<file path="config.mk">
export PLATFORM = sky130hd
export DESIGN_NAME = ysyx_22041405_core_ctrl_flat
export DESIGN_NICKNAME = d
export VERILOG_FILES = /design/src/rtl/ysyx_22041405_core_ctrl_pkg.sv /design/src/rtl/ysyx_22041405_core_ctrl_if.sv /design/src/rtl/ysyx_22041405_instret_cnt.sv /design/src/rtl/ysyx_22041405_core_ctrl.sv /design/src/flat_wrapper.sv
export SDC_FILE = /design/constraint.sdc
export NUM_CORES = 1
export LEC_CHECK = 0
export ABC_AREA = 1
export BUFFER_PORTS_ARGS = -buffer_cell sky130_fd_sc_hd__buf_2
export CAP_MARGIN = 20
export CORE_MARGIN = 1
export CORE_UTILIZATION = 36
export CTS_BUF_LIST = sky130_fd_sc_hd__clkbuf_2 sky130_fd_sc_hd__clkbuf_4 sky130_fd_sc_hd__clkbuf_8
export DETAILED_ROUTE_END_ITERATION = 10
export HOLD_SLACK_MARGIN = 0.15
export PLACE_DENSITY_LB_ADDON = 0.05
export SYNTH_ARGS = -nofsm -noshare
export SYNTH_HDL_FRONTEND = slang
export SYNTH_SLANG_ARGS = --single-unit
</file>
<file path="constraint.sdc">
create_clock -name clk -period 1.7 [get_ports clk]
set_clock_uncertainty 0.2 [all_clocks]
set_input_delay 0.17 -clock clk [delete_from_list [all_inputs] [get_ports clk]]
set_output_delay 0.17 -clock clk [all_outputs]
set_load 0.05 [all_outputs]
</file>
<file path="src/rtl/ysyx_22041405_core_ctrl_pkg.sv">
// Shared constants for the RV32 multi-cycle core:
// sequencer state encoding, halt causes, reset values and opcodes.
package ysyx_22041405_defs;

  localparam logic [2:0] FETCH_REQ  = 3'd0;
  localparam logic [2:0] FETCH_WAIT = 3'd1;
  localparam logic [2:0] DECODE     = 3'd2;
  localparam logic [2:0] EXEC       = 3'd3;
  localparam logic [2:0] MEM_REQ    = 3'd4;
  localparam logic [2:0] MEM_WAIT   = 3'd5;
  localparam logic [2:0] WB         = 3'd6;
  localparam logic [2:0] HALT       = 3'd7;

  localparam logic [1:0] HALT_EBREAK   = 2'd0;
  localparam logic [1:0] HALT_ILLEGAL  = 2'd1;
  localparam logic [1:0] HALT_MISALIGN = 2'd2;

  localparam logic [31:0] RESET_PC  = 32'h8000_0000;
  localparam logic [31:0] NOP_INSTR = 32'h0000_0013;

  localparam logic [6:0] OP_LOAD   = 7'b000_0011;
  localparam logic [6:0] OP_STORE  = 7'b010_0011;
  localparam logic [6:0] OP_OPIMM  = 7'b001_0011;
  localparam logic [6:0] OP_OP     = 7'b011_0011;
  localparam logic [6:0] OP_LUI    = 7'b011_0111;
  localparam logic [6:0] OP_AUIPC  = 7'b001_0111;
  localparam logic [6:0] OP_JAL    = 7'b110_1111;
  localparam logic [6:0] OP_JALR   = 7'b110_0111;
  localparam logic [6:0] OP_BRANCH = 7'b110_0011;
  localparam logic [6:0] OP_SYSTEM = 7'b111_0011;

  function automatic logic pc_misaligned(
    input logic [1:0] lsb
  );
    return |lsb;
  endfunction

endpackage

</file>
<file path="src/rtl/ysyx_22041405_core_ctrl_if.sv">
// Instruction- and data-memory valid/ready port
// between the core sequencer and the memory side.
interface ysyx_22041405_core_ctrl_if #(
  parameter int WIDTH = 32
);

  logic             imem_req_valid;
  logic             imem_req_ready;
  logic [WIDTH-1:0] imem_addr;
  logic             imem_rsp_valid;
  logic [WIDTH-1:0] imem_rsp_data;

  logic             dmem_req_valid;
  logic             dmem_req_ready;
  logic             dmem_we;
  logic             dmem_rsp_valid;

  modport master (
    output imem_req_valid,
    output imem_addr,
    input  imem_req_ready,
    input  imem_rsp_valid,
    input  imem_rsp_data,
    output dmem_req_valid,
    output dmem_we,
    input  dmem_req_ready,
    input  dmem_rsp_valid
  );

  modport slave (
    input  imem_req_valid,
    input  imem_addr,
    output imem_req_ready,
    output imem_rsp_valid,
    output imem_rsp_data,
    input  dmem_req_valid,
    input  dmem_we,
    output dmem_req_ready,
    output dmem_rsp_valid
  );

endinterface

</file>
<file path="src/rtl/ysyx_22041405_instret_cnt.sv">
// 64-bit retired-instruction counter, wraps modulo 2^64.
module ysyx_22041405_instret_cnt (
  input  logic        clk,
  input  logic        rst_n,
  input  logic        en,
  output logic [63:0] count
);

  always_ff @(posedge clk or negedge rst_n) begin
    if (!rst_n) begin
      count <= '0;
    end else if (en) begin
      count <= count + 64'd1;
    end
  end

endmodule

</file>
<file path="src/rtl/ysyx_22041405_core_ctrl.sv">
// Multi-cycle sequencer: owns PC/IR, steps fetch, decode,
// execute, memory and write-back, and halts on faults.
module ysyx_22041405_core_ctrl
  import ysyx_22041405_defs::*;
#(
  parameter int               WIDTH     = 32,
  parameter logic [WIDTH-1:0] RESET_PC  =
    ysyx_22041405_defs::RESET_PC,
  parameter logic [WIDTH-1:0] NOP_INSTR =
    ysyx_22041405_defs::NOP_INSTR
) (
  input  logic             clk,
  input  logic             rst_n,
  ysyx_22041405_core_ctrl_if.master bus,
  input  logic             dec_rf_we,
  input  logic             dec_is_load,
  input  logic             dec_is_store,
  input  logic             dec_is_ebreak,
  input  logic             dec_illegal,
  input  logic [WIDTH-1:0] next_pc,
  output logic [WIDTH-1:0] pc,
  output logic [WIDTH-1:0] ir,
  output logic             rf_we,
  output logic             pc_we,
  output logic             halt,
  output logic [1:0]       halt_code,
  output logic [63:0]      instret
);

  logic [2:0] state;
  logic [2:0] state_nxt;
  logic [1:0] code_nxt;
  logic       in_wb;
  logic       wb_ok;
  logic       to_halt;

  assign in_wb = (state == WB);
  assign wb_ok = in_wb && !pc_misaligned(next_pc[1:0]);

  always_comb begin
    state_nxt = state;
    code_nxt  = halt_code;
    case (state)
      FETCH_REQ: begin
        if (bus.imem_req_ready) state_nxt = FETCH_WAIT;
      end
      FETCH_WAIT: begin
        if (bus.imem_rsp_valid) state_nxt = DECODE;
      end
      DECODE: begin
        // illegal outranks ebreak when both flags are raised
        if (dec_illegal) begin
          state_nxt = HALT;
          code_nxt  = HALT_ILLEGAL;
        end else if (dec_is_ebreak) begin
          state_nxt = HALT;
          code_nxt  = HALT_EBREAK;
        end else begin
          state_nxt = EXEC;
        end
      end
      EXEC: begin
        if (dec_is_load || dec_is_store) begin
          state_nxt = MEM_REQ;
        end else begin
          state_nxt = WB;
        end
      end
      MEM_REQ: begin
        if (bus.dmem_req_ready) state_nxt = MEM_WAIT;
      end
      MEM_WAIT: begin
        if (bus.dmem_rsp_valid) state_nxt = WB;
      end
      WB: begin
        if (wb_ok) begin
          state_nxt = FETCH_REQ;
        end else begin
          state_nxt = HALT;
          code_nxt  = HALT_MISALIGN;
        end
      end
      default: state_nxt = HALT;
    endcase
  end

  assign to_halt = (state_nxt == HALT) && (state != HALT);

  always_ff @(posedge clk or negedge rst_n) begin
    if (!rst_n) begin
      state     <= FETCH_REQ;
      pc        <= RESET_PC;
      ir        <= NOP_INSTR;
      halt      <= 1'b0;
      halt_code <= HALT_EBREAK;
    end else begin
      state <= state_nxt;
      if (state == FETCH_WAIT && bus.imem_rsp_valid) begin
        ir <= bus.imem_rsp_data;
      end
      if (wb_ok) begin
        pc <= next_pc;
      end
      if (to_halt) begin
        halt      <= 1'b1;
        halt_code <= code_nxt;
      end
    end
  end

  // strobes are forced low while reset is held
  assign bus.imem_req_valid = rst_n && (state == FETCH_REQ);
  assign bus.imem_addr      = pc;
  assign bus.dmem_req_valid = rst_n && (state == MEM_REQ);
  assign bus.dmem_we        = rst_n && (state == MEM_REQ)
                              && dec_is_store;

  assign rf_we = rst_n && wb_ok && dec_rf_we && !dec_is_store;
  assign pc_we = rst_n && wb_ok;

  ysyx_22041405_instret_cnt u_instret (
    .clk   (clk),
    .rst_n (rst_n),
    .en    (wb_ok),
    .count (instret)
  );

endmodule

</file>
<file path="src/flat_wrapper.sv">
// flat-port wrapper written by rule: the top's interface ports become plain ports
module ysyx_22041405_core_ctrl_flat import ysyx_22041405_defs::*;
#(
  parameter int               WIDTH     = 32,
  parameter logic [WIDTH-1:0] RESET_PC  =
    ysyx_22041405_defs::RESET_PC,
  parameter logic [WIDTH-1:0] NOP_INSTR =
    ysyx_22041405_defs::NOP_INSTR
)
  (clk, rst_n, dec_rf_we, dec_is_load, dec_is_store, dec_is_ebreak, dec_illegal, next_pc, pc, ir, rf_we, pc_we, halt, halt_code, instret, bus_imem_req_valid, bus_imem_addr, bus_imem_req_ready, bus_imem_rsp_valid, bus_imem_rsp_data, bus_dmem_req_valid, bus_dmem_we, bus_dmem_req_ready, bus_dmem_rsp_valid);
  ysyx_22041405_core_ctrl_if #(.WIDTH(WIDTH)) bus_i ();
  input  logic clk;
  input  logic rst_n;
  input  logic dec_rf_we;
  input  logic dec_is_load;
  input  logic dec_is_store;
  input  logic dec_is_ebreak;
  input  logic dec_illegal;
  input  logic [WIDTH-1:0] next_pc;
  output logic [WIDTH-1:0] pc;
  output logic [WIDTH-1:0] ir;
  output logic rf_we;
  output logic pc_we;
  output logic halt;
  output logic [1:0] halt_code;
  output logic [63:0] instret;
  output wire logic [$bits(bus_i.imem_req_valid)-1:0] bus_imem_req_valid;
  output wire logic [$bits(bus_i.imem_addr)-1:0] bus_imem_addr;
  input wire logic [$bits(bus_i.imem_req_ready)-1:0] bus_imem_req_ready;
  input wire logic [$bits(bus_i.imem_rsp_valid)-1:0] bus_imem_rsp_valid;
  input wire logic [$bits(bus_i.imem_rsp_data)-1:0] bus_imem_rsp_data;
  output wire logic [$bits(bus_i.dmem_req_valid)-1:0] bus_dmem_req_valid;
  output wire logic [$bits(bus_i.dmem_we)-1:0] bus_dmem_we;
  input wire logic [$bits(bus_i.dmem_req_ready)-1:0] bus_dmem_req_ready;
  input wire logic [$bits(bus_i.dmem_rsp_valid)-1:0] bus_dmem_rsp_valid;
  assign bus_imem_req_valid = bus_i.imem_req_valid;
  assign bus_imem_addr = bus_i.imem_addr;
  assign bus_i.imem_req_ready = bus_imem_req_ready;
  assign bus_i.imem_rsp_valid = bus_imem_rsp_valid;
  assign bus_i.imem_rsp_data = bus_imem_rsp_data;
  assign bus_dmem_req_valid = bus_i.dmem_req_valid;
  assign bus_dmem_we = bus_i.dmem_we;
  assign bus_i.dmem_req_ready = bus_dmem_req_ready;
  assign bus_i.dmem_rsp_valid = bus_dmem_rsp_valid;
  ysyx_22041405_core_ctrl #(.WIDTH(WIDTH), .RESET_PC(RESET_PC), .NOP_INSTR(NOP_INSTR)) u_core (.clk(clk), .rst_n(rst_n), .bus(bus_i), .dec_rf_we(dec_rf_we), .dec_is_load(dec_is_load), .dec_is_store(dec_is_store), .dec_is_ebreak(dec_is_ebreak), .dec_illegal(dec_illegal), .next_pc(next_pc), .pc(pc), .ir(ir), .rf_we(rf_we), .pc_we(pc_we), .halt(halt), .halt_code(halt_code), .instret(instret));
endmodule
</file>
# Yosys cells after proc, flatten, opt, wreduce, memory -nomap -nowiden
# Index checks and enable logic that the tools add are counted.
# word_totals
register_bits,134
input_bits,75
output_inout_bits,168
wordCells,46
# classes
n_addsub,1
n_eq_ne,10
n_mux,13
n_reduce_logical,16
# op_table
operator,n
$add 64x1->64 const B,1
$mux 3,7
$pmux 3 s7,1
$eq 3x3->1 const B,4
$logic_and 1x1->1,9
$mux 2,4
$eq 3x2->1 const B,2
$ne 3x3->1 const B,2
$pmux 2 s2,1
$reduce_and 4->1,1
$eq 3x1->1 const B,1
$logic_not 3->1,1
$logic_not 1->1,2
$ne 2x2->1 const B,1
$reduce_bool 2->1,1
$reduce_or 2->1,1
$logic_or 1x1->1,1

# Logic depth before layout (Yosys ltp)
# depth
word_depth,8
depth_mapped,11
depth_no_buf,11

# Hierarchy
# A second synthesis with hierarchy kept.
# unflattened
cells_unflattened,871
hier_area_um2,6887.9
# modules_own_cells
module,n_inst,cells_per_inst,area_each_um2
ysyx_22041405_instret_cnt,1,500,3769.9
ysyx_22041405_core_ctrl,1,371,3118.0

# Least setup slack after synthesis
# Ideal clock, no wire load.
# synth_timing
path_type,register to output
from,reg u_core.state[1]
to,out rf_we
t_arrival_ns,2.274
slack_ns,-0.944
path_stages_with_launch,6
path_cell_list,dfrtp_1 -> buf_4 -> inv_2 -> nor2_4 -> nand3_4 -> nor4_1
# synth_via
elab_chain_cells,5
# synth_lines
item,line_no,rtl
"start, declared",ysyx_22041405_core_ctrl.sv:30,logic [2:0] state;
"start signal, assigned",ysyx_22041405_core_ctrl.sv:97,state <= state_nxt;
$eq 3x3->1,ysyx_22041405_core_ctrl.sv:37,assign in_wb = (state == WB);
$logic_and 1x1->1,ysyx_22041405_core_ctrl.sv:38,assign wb_ok = in_wb && !pc_misaligned(next_pc[1:0]);
$logic_and 1x1->1 (3 in a row),ysyx_22041405_core_ctrl.sv:118,assign rf_we = rst_n && wb_ok && dec_rf_we && !dec_is_store;
"end, declared",flat_wrapper.sv:22,output logic rf_we;
# No other way between the ends.

# Worst setup path after layout
# layout_timing
from,reg u_core.state[0]
to,out bus_dmem_we
# layout_via
elab_chain_cells,3
# layout_lines
item,line_no,rtl
$eq 3x3->1,ysyx_22041405_core_ctrl.sv:115,assign bus.dmem_we = rst_n && (state == MEM_REQ)
$logic_and 1x1->1,ysyx_22041405_core_ctrl.sv:115,
$logic_and 1x1->1,ysyx_22041405_core_ctrl.sv:116,&& dec_is_store;
"end, declared",flat_wrapper.sv:33,output wire logic [$bits(bus_i.dmem_we)-1:0] bus_dmem_we;
# No other way between the ends.

==> impl_metrics.toml <==
[timing]
slew_headroom = 0.635
post-route-period-util = 1.19
slew_viol_final = 0
finalSetupViolations = 129
period_minus_slack_ns = 2.02
timing.setup.tns_ns = -18.36
setup_slack_ns = -0.321
max_freq_ghz = 0.495
final_hold_viol_count = 0
rsz0062_at_grt = "yes"
worst_slew_pin_slew_ns = 0.547

[grt]
grt_usage = 0.234
antenna_found_initial = 1
grt_pass1_wl_um = 35200
overflow = 0
grt_max_degree = 92
grt_pass1_vias = 6792

[setup_path]
start_kind = "flip-flop"
required_ns = 1.33
worst_setup_path_end_kind = "output pin"
cp_max_fo = 4
crit_type = "reg -> out"
critPathArrivalTime_ns = 1.65

[layout]
post-route-cell-area_um2 = 11500
final_cells = 1501
fillers = 1553
seqCellArea_um2 = 3420
diodes = 0
drive_above_1_share = 0.520
syn_to_final_growth_pct = 70.9
multi_input_comb_area_um2 = 3300
final_core_util = 0.633
final_nets = 1335

[power]
peakVddDrop_uv = 1630
p_total_mw = 15.7
p_per_area_nw_per_um2 = 1370
p_leak_nw = 5.85

[synthesis]
netlist_instances = 775
avgSynthCellArea_um2 = 8.67
syn_area_um2 = 6720
ys_seq_area_frac = 0.500
syn_nets = 851
synth_cell_types = 33
yosys_warnings = 0
ys_ff_latch = 134

[floorplanning]
start_util = 0.370
rows = 49
fp.coreArea_um2 = 18100
dieArea_um2 = 19200
boundaryPins = 243
dieWidth_um = 139
fp.dieH_um = 139

[clock_network]
clockBufferDepth = 2
clock-root-buffer = "clkbuf_8"
cts_buffers = 17
tritoncts = "yes"
path_clk_slew_ns = 0.10
cts_sinks = 134
h-tree-depth = 4
clk_latency_ns = 0.46

[flow_run]
maxCapViolCount = 0

[min_path]
hold_path_class = "in -> reg"

[routing]
vias = 6821
vias_per_cell = 4.54
drc = 14
drtAntennaViolNets = 0
finalWirelength_um = 22700
dr.pass1.iters = 8
post_drt_wl_per_cell_um = 15.1
drtIter0Drc = 280

[status]
status = "finished, violations left"
failed_checks = "DRC, setup timing"

[placed_design]
dp.cells = 1336
placedInstanceArea_um2 = 9170
hpwl_um = 15800
io_buffer_count = 242
place_congestion = 0.874
## worst paths after layout
check / start / endpoint / slack (ns) / cells after the start
max in group asynchronous: rst_n / u_core.state[2] / 0.47 / 3
worst max register to register: u_core.state[0] / u_core.u_instret.count[37] / -0.24 / 10
worst max-delay path: u_core.state[0] / bus_dmem_we / -0.32 / 4
worst min-delay path: next_pc[0] / u_core.bus.imem_addr[27] / 0.22 / 8
worst min register to register: u_core.u_instret.count[63] / u_core.u_instret.count[63] / 0.26 / 1
min in group asynchronous: rst_n / u_core.u_instret.count[16] / 0.35 / 3
## synthesized netlist by cell type (all sizes together)
cell type / instances / area, µm²
nand2: 246 / 931
dfrtp: 130 / 3250
nor2: 104 / 475
inv: 69 / 259
buf: 41 / 288
nand3: 41 / 255
mux2: 32 / 360
nand4: 27 / 184
xor2: 23 / 201
xnor2: 19 / 166
nor3: 13 / 76.3
nor4: 7 / 43.8
nand3b: 6 / 45.0
dfstp: 4 / 105
clkbuf: 3 / 11.3
o21ai: 3 / 15.0
a211oi: 1 / 7.51
and2: 1 / 6.26
and3: 1 / 6.26
clkinv: 1 / 3.75
ha: 1 / 12.5
o211ai: 1 / 7.51
or2: 1 / 6.26
## layout by cell type (no fill, tap or decap), types with 5 or more instances in the layout
| cell | count |
|---|---|
| buf_2 | 230 |
| nand2_1 | 227 |
| buf_4 | 149 |
| dfrtp_1 | 77 |
| dlygate4sd3_1 | 72 |
| inv_1 | 65 |
| nor2_1 | 56 |
| dfrtp_2 | 53 |
| buf_6 | 34 |
| mux2_2 | 32 |
| nor2_4 | 29 |
| nand3_1 | 27 |
| nand4_1 | 26 |
| xor2_1 | 23 |
| nor2_2 | 17 |
| clkbuf_8 | 17 |
| xnor2_1 | 15 |
| nand2_2 | 14 |
| buf_12 | 10 |
| nand3_4 | 9 |
| nor3_1 | 8 |
| inv_6 | 7 |
| nand3b_1 | 6 |
| buf_8 | 6 |
| nand3_2 | 5 |
## critical path, stage by stage (launching register included)
cell,delay [ns]
dfrtp_2,0.44
buf_4,0.18
nor3_4,0.21
and3_4,0.21
buf_8,0.14
## stage by stage
| step | hold slack [ns] | setup slack, ns |
|---|---|---|
| 2_1_floorplan | -0.326 | -0.202 |
| 3_3_place_gp | 0.0985 | -0.126 |
| 3_5_place_dp | 0.0966 | -0.157 |
| 4_1_cts | 0.0308 | -0.314 |
| 5_1_grt | 0.226 | -0.407 |
| 6_report | 0.216 | -0.321 |
## power by group
group          total [mW]  leakage [nW]  internal [mW]  switching [mW]
clock                2.68         0.191           1.22            1.47
combinational        8.31          4.03           2.35            5.96
sequential           4.75          1.64           4.09           0.658
total                15.7          5.85           7.66            8.09
## cell families (layout without fill, tap and decap cells)
logic type                 Yosys count  count (layout)  share of synthesized area
and+or+nand+nor                    447             447                      0.302
adders and majority gates            1               1                    0.00186
buffers and inverters              114             611                     0.0836
xor gates and xnor gates            42              42                     0.0547
DFF                                134             134                      0.500
muxes                               32              32                     0.0536
AOI/OAI and AO/OA                    5               5                    0.00447
## timing repair
action | in CTS | in global routing
gates resized for setup | 86 | 76
cloned | 4 | 1
pin swaps | 29 | 29
setup endpoints to repair | 104 | 141
setup buffers | 27 | 32
hold buffers | 71 | 1
endpoints found under the hold margin | 202 | 3
## registers in the layout, summed over array words and instances (netlist names)
signal,count
u_core.halt,1
u_core.halt_code,2
u_core.ir,32
u_core.u_instret.count,64
u_core.state,3
u_core.bus.imem_addr,32
## final cells by class
type / instances / share of cell area
multi-input combinational: 527 / 0.288
inverter: 70 / 0.0233
clock buffer: 18 / 0.0210
clock inverter: 14 / 0.0122
tap: 229 / 0.0249
timing repair buffer: 509 / 0.333
sequential: 134 / 0.298
## routing by layer
layer  global-route usage  part of all wire  vias to the layer above
li1                     -                 -                     3409
met1                0.279              0.41                     3178
met2                0.423              0.52                      208
met3               0.0563             0.054                       26
met4               0.0596             0.015                        0
met5                    0                 0                        -
Power figures use the tool's default switching activity.
